### src/rtl/mult_sequencer.sv
// Command sequencer for the shift-add multiplier datapath.
// It walks CLEAR/LOADA/LOADB/STEPxWIDTH, captures the product and runs a watchdog on dp_done.
module mult_sequencer #(
    parameter int WIDTH   = 8,
    parameter int TIMEOUT = 15
) (
    input  logic                 clk,
    input  logic                 reset,
    input  logic                 start,
    input  logic [WIDTH-1:0]     a,
    input  logic [WIDTH-1:0]     b,
    output logic                 busy,
    output logic [2*WIDTH-1:0]   result,
    output logic                 result_valid,
    output logic                 err,
    output logic                 dp_s,
    output logic [1:0]           dp_op,
    output logic [WIDTH-1:0]     dp_in,
    input  logic                 dp_done,
    input  logic [2*WIDTH-1:0]   dp_out
);

    localparam int LAST_CMD = WIDTH + 2;
    localparam int IDX_W    = $clog2(WIDTH + 3);
    localparam int CNT_W    = (TIMEOUT > 1) ? $clog2(TIMEOUT) : 1;

    localparam logic [1:0] OP_CLEAR = 2'b00;
    localparam logic [1:0] OP_LOADA = 2'b01;
    localparam logic [1:0] OP_LOADB = 2'b10;
    localparam logic [1:0] OP_STEP  = 2'b11;

    typedef enum logic [2:0] {
        S_IDLE,
        S_ISSUE,
        S_SETTLE,
        S_WAIT,
        S_DONE,
        S_ERR
    } state_t;

    state_t               r_state;
    state_t               w_state_nxt;
    logic [IDX_W-1:0]     r_cmd_idx;
    logic [IDX_W-1:0]     w_cmd_idx_nxt;
    logic [CNT_W-1:0]     r_wait_cnt;
    logic [CNT_W-1:0]     w_wait_cnt_nxt;
    logic [2*WIDTH-1:0]   r_result;
    logic [2*WIDTH-1:0]   w_result_nxt;
    logic [WIDTH-1:0]     r_a_reg;
    logic [WIDTH-1:0]     r_b_reg;
    logic                 w_latch;
    logic [1:0]           w_op;
    logic [WIDTH-1:0]     w_operand;

    function automatic logic [1:0] cmd_op(input logic [IDX_W-1:0] idx);
        if (idx == IDX_W'(0))
            return OP_CLEAR;
        else if (idx == IDX_W'(1))
            return OP_LOADA;
        else if (idx == IDX_W'(2))
            return OP_LOADB;
        else
            return OP_STEP;
    endfunction

    assign w_op = cmd_op(r_cmd_idx);

    always_comb begin
        w_operand = '0;
        case (w_op)
            OP_LOADA: w_operand = r_a_reg;
            OP_LOADB: w_operand = r_b_reg;
            default:  w_operand = '0;
        endcase
    end

    always_ff @(posedge clk or posedge reset) begin
        if (reset) begin
            r_state    <= S_IDLE;
            r_cmd_idx  <= '0;
            r_wait_cnt <= '0;
            r_result   <= '0;
        end else begin
            r_state    <= w_state_nxt;
            r_cmd_idx  <= w_cmd_idx_nxt;
            r_wait_cnt <= w_wait_cnt_nxt;
            r_result   <= w_result_nxt;
        end
    end

    // Operands are only consumed after a latch, so they carry no reset.
    always_ff @(posedge clk) begin
        if (w_latch) begin
            r_a_reg <= a;
            r_b_reg <= b;
        end
    end

    always_comb begin
        w_state_nxt    = r_state;
        w_cmd_idx_nxt  = r_cmd_idx;
        w_wait_cnt_nxt = r_wait_cnt;
        w_result_nxt   = r_result;
        w_latch        = 1'b0;
        busy           = 1'b0;
        result_valid   = 1'b0;
        err            = 1'b0;
        dp_s           = 1'b0;
        dp_op          = OP_CLEAR;
        dp_in          = '0;

        case (r_state)
            S_IDLE: begin
                if (start) begin
                    w_latch       = 1'b1;
                    w_cmd_idx_nxt = '0;
                    w_state_nxt   = S_ISSUE;
                end
            end
            S_ISSUE: begin
                busy        = 1'b1;
                dp_s        = 1'b1;
                dp_op       = w_op;
                dp_in       = w_operand;
                w_state_nxt = S_SETTLE;
            end
            S_SETTLE: begin
                busy           = 1'b1;
                dp_op          = w_op;
                dp_in          = w_operand;
                w_wait_cnt_nxt = '0;
                w_state_nxt    = S_WAIT;
            end
            S_WAIT: begin
                busy  = 1'b1;
                dp_op = w_op;
                dp_in = w_operand;
                if (dp_done) begin
                    if (r_cmd_idx == IDX_W'(LAST_CMD)) begin
                        w_result_nxt = dp_out;
                        w_state_nxt  = S_DONE;
                    end else begin
                        w_cmd_idx_nxt = r_cmd_idx + IDX_W'(1);
                        w_state_nxt   = S_ISSUE;
                    end
                end else if (r_wait_cnt == CNT_W'(TIMEOUT - 1)) begin
                    w_state_nxt = S_ERR;
                end else begin
                    w_wait_cnt_nxt = r_wait_cnt + CNT_W'(1);
                end
            end
            S_DONE: begin
                busy         = 1'b1;
                result_valid = 1'b1;
                w_state_nxt  = S_IDLE;
            end
            S_ERR: begin
                err = 1'b1;
                if (start) begin
                    w_latch       = 1'b1;
                    w_cmd_idx_nxt = '0;
                    w_state_nxt   = S_ISSUE;
                end
            end
            default: begin
                w_state_nxt = S_IDLE;
            end
        endcase
    end

    assign result = r_result;

endmodule

### config.mk
export PLATFORM = sky130hd
export DESIGN_NAME = mult_sequencer
export DESIGN_NICKNAME = d
export VERILOG_FILES = /design/src/rtl/mult_sequencer.sv
export SDC_FILE = /design/constraint.sdc
export NUM_CORES = 1
export LEC_CHECK = 0
export CELL_PAD_IN_SITES_DETAIL_PLACEMENT = 1
export CELL_PAD_IN_SITES_GLOBAL_PLACEMENT = 1
export CORE_MARGIN = 8
export CORE_UTILIZATION = 35
export CTS_CLUSTER_SIZE = 12
export DETAILED_ROUTE_END_ITERATION = 16
export GPL_ROUTABILITY_DRIVEN = 0
export HOLD_SLACK_MARGIN = 0.08
export PLACE_DENSITY_LB_ADDON = 0.1
export SLEW_MARGIN = 30
export SYNTH_ARGS = -nofsm -noshare
export SYNTH_HDL_FRONTEND = slang
export SYNTH_SLANG_ARGS = --single-unit
### constraint.sdc
create_clock -name clk -period 2.2 [get_ports clk]
set_input_delay 0.22 -clock clk [delete_from_list [all_inputs] [get_ports clk]]
set_output_delay 0.22 -clock clk [all_outputs]
set_load 0.02 [all_outputs]
==> summary.txt <==
STATUS
--------------------------------------------------------------------------------------
Outcome                                                                   finished, violations left
Failing checks                                                            setup timing

FINAL LAYOUT
--------------------------------------------------------------------------------------
Post-route design area                                                     0.00318 mm2
Flip-flop and latch area                                                   0.00116 mm2
Final #Nets                                                                        300
# diodes                                                                             0
Most common cell after layout, fill and taps aside                        clkdlybuf4s50_1
Non-Filler Instances                                                               329
Highest-count cells in the layout ignoring fill and taps                  clkdlybuf4s50_1, dfrtp_1, buf_4
Max FFs per register                                                                16
Layout overhead on the synthesized area                                          56.0%
Number of fill cells in the layout                                                 593
Share of layout cells above drive strength 1                                     27.6%
Multi-input gate area                                                          942 um2

LOGIC SYNTHESIS
--------------------------------------------------------------------------------------
Number of flops mapped to enable cells by yosys                                     16
Cell area after synthesis                                                  0.00204 mm2
Synthesized Nets                                                                   212
Synth Instances                                                                    168
Number of synthesized register bits                                                 43
Share of synthesized registers carrying an async set or reset                    62.8%
Syn_area_per_cell                                                             12.1 um2
Distinct cell type count of the synthesized netlist                                 45
Synthesis Warnings                                                                   0
Post-synth top flop                                                            dfrtp_1
Share of synthesized area occupied by flip-flops and latches                     56.8%

CLOCKING
--------------------------------------------------------------------------------------
Clock slew at the register clock pins of the worst setup and hold paths        0.08 ns
Clock buffer count from CTS                                                          5
Clock tree from TritonCTS                                                          yes
TritonCTS Sinks                                                                     43
Buffers from clock root to sink, at most                                             2
CTS root buffer                                                               clkbuf_8
Clk Latency, worst-skew pair                                                   0.29 ns
H-tree depth                                                                         2

TIMING
--------------------------------------------------------------------------------------
Worst slew slack as a fraction of its limit                                      67.0%
Final-layout setup total negative slack                                       -2.06 ns
Worst Tran Pin Value                                                          0.494 ns
Ratio of final minimum period to clock period                                     112%
Worst-case setup margin in the final layout                                  -0.268 ns
Worst clock skew                                                            0.00494 ns
Unrepaired setup endpoints after global routing                                   true
Final count of pins violating max slew                                               0
Count of endpoints failing hold in the final timing report                           0
Number of endpoints failing setup at the final stage                                 8
Achievable clock frequency                                                     405 MHz
Shortest period the worst path allows                                          2.47 ns

WORST HOLD PATH
--------------------------------------------------------------------------------------
Worst hold path class                                                         in2async

DIE
--------------------------------------------------------------------------------------
Number of standard-cell rows in the floorplan                                       27
Area of the die                                                            0.00851 mm2
Chip Width                                                                     92.3 um
IO Pins                                                                             66
Initial core utilization                                                         36.5%
Placeable core area                                                        0.00557 mm2
Vert. Die Dim                                                                  92.3 um

DETAILED ROUTING
--------------------------------------------------------------------------------------
First DRT Iteration DRCs                                                            35
Post-DR wirelength/cell                                                        17.6 um
DR DRC count                                                                         0
DR vias                                                                           1659
Aggregate routed wire length                                                   5.78 mm
DR pass1 iterations                                                                  4
Routed Antenna Nets                                                                  0
Per-cell via count in the routed design                                           5.04

SETUP PATH
--------------------------------------------------------------------------------------
Critical Path Stages                                                                 8
Data arrival, critical path                                                    2.25 ns
Endpoint kind of the worst setup timing path                               output port
Peak fanout along the critical path                                                  8
Slowest cell on the critical path                                                or3_4
CP peak stage delay                                                            0.49 ns
Startpoint Class                                                              register
RR Startpoint                                                             r_cmd_idx[0]
Top Family by Delay on Critical Path                                      simple AND/OR/NAND/NOR gates
Capturing point of the worst reg2reg path                                    result[4]
Path type of the worst setup path                                              reg2out
Critical path, cell by cell                                               buf_6 -> ha_4 -> nor2b_4 -> o21ai_2 -> ha_1 -> or3_4 -> nor2_4 -> buf_6
Worst reg-to-reg path cell count                                                     8
Register-to-register setup slack                                               0.36 ns
Critical path's most frequent cell                                               buf_6
Data required time of the critical path                                        1.98 ns
Buffers plus inverters on the worst setup path                                       2

POWER
--------------------------------------------------------------------------------------
Leakage                                                                        1.32 nW
Power per Cell Area                                                        1440 mW/mm2
Total Power                                                                    4.58 mW
Max VDD drop                                                                  0.857 mV

GRT
--------------------------------------------------------------------------------------
Global route total overflow                                                          0
Pin count of the biggest net entering global routing                                28
Global-route usage over all layers                                               13.7%
Wire length of the first global-routing pass                                   9.35 mm
Number of antenna violations at the first check in global routing                    0
Vias in the first global route                                                    1849

FLOW RUN
--------------------------------------------------------------------------------------
Number of violations of the max-capacitance limit                                    0

PLACED DESIGN
--------------------------------------------------------------------------------------
Sum of net half-perimeters after detailed placement                            4.40 mm
Placed Cells incl. Taps                                                            315
I/O Buffers                                                                         65
Post-DP Area                                                               0.00296 mm2
Placement-stage worst setup slack                                            -0.645 ns

## routing by layer
layer | routed length, um | part of all wire, % | track usage (%)
met1 | 2370 | 41 | 15.5
met2 | 3050 | 53 | 24.4
met3 | 215 | 3.7 | 3.02
met4 | 146 | 2.5 | 5.64
met5 | 0 | 0 | 0
## per-stage QoR
step / utilization [%] / hold slack [ns]
2_1_floorplan: - / 0.273
3_3_place_gp: 53.1 / 0.467
3_5_place_dp: 53.1 / 0.478
4_1_cts: 55.9 / 0.308
5_1_grt: 57.0 / 0.343
6_report: 57.0 / 0.301
## worst max path at each step
stage	slack, ns	start	to
CTS	-0.29	r_cmd_idx[0]	dp_in[6]
global placement	-0.52	r_cmd_idx[0]	dp_in[4]
finish	-0.27	r_cmd_idx[0]	dp_in[3]
global route	-0.36	r_cmd_idx[0]	dp_in[3]
floorplan	0.002	r_cmd_idx[0]	dp_in[0]
detailed placement	-0.64	r_cmd_idx[0]	dp_in[1]
## where the power goes
group | internal, mW | total (mW) | switching (mW)
combinational | 1.33 | 2.93 | 1.60
clock | 0.222 | 0.503 | 0.281
sequential | 1.03 | 1.15 | 0.120
total | 2.58 | 4.58 | 2.00
## kinds of logic after synthesis
kind of cell    count (synthesis)  synth area share, %
compound gates                 32                 11.3
flops                          43                 56.8
mux                            17                 9.34
buf+inv                        20                 4.24
xor+xnor                        2                0.861
simple gates                   46                 12.5
fa+ha+maj                       8                 4.92
## cell usage after synthesis (all sizes together) (2+ instances only)
| cell type | count | area (um2) |
|---|---|---|
| dfrtp | 27 | 676 |
| edfxtp | 16 | 480 |
| mux2 | 16 | 180 |
| nor2 | 15 | 63.8 |
| inv | 11 | 41.3 |
| a22oi | 8 | 60.1 |
| ha | 8 | 100 |
| buf | 6 | 33.8 |
| nand2b | 5 | 31.3 |
| nor3 | 5 | 25.0 |
| o211ai | 5 | 37.5 |
| o21ai | 5 | 25.0 |
| nand2 | 4 | 15.0 |
| a21oi | 3 | 15.0 |
| clkbuf | 3 | 11.3 |
| nand4 | 3 | 18.8 |
| and3 | 2 | 12.5 |
| and3b | 2 | 17.5 |
| nand3b | 2 | 18.8 |
| nor2b | 2 | 12.5 |
| o311ai | 2 | 17.5 |
| or3 | 2 | 12.5 |
## worst min-delay path: cells and delay by family
family | cells | cell delay, ns
buffers and inverters | 3 | 0.78
## layout make-up
class | instances | area share (%)
Tap cell | 72 | 2.84
Clock inverter | 2 | 0.394
Clock buffer | 6 | 2.29
Inverter | 11 | 1.30
Multi-Input combinational cell | 105 | 29.7
Sequential cell | 43 | 36.4
Timing Repair Buffer | 90 | 27.1
## what timing repair did
item | in CTS | in global routing
hold buffers | 0 | 0
setup endpoints to repair | 10 | 9
gates resized for setup | 65 | 12
cloned | 0 | 0
setup buffers | 6 | 1
pin swaps | 12 | 11
Power figures use the tool's default switching activity.
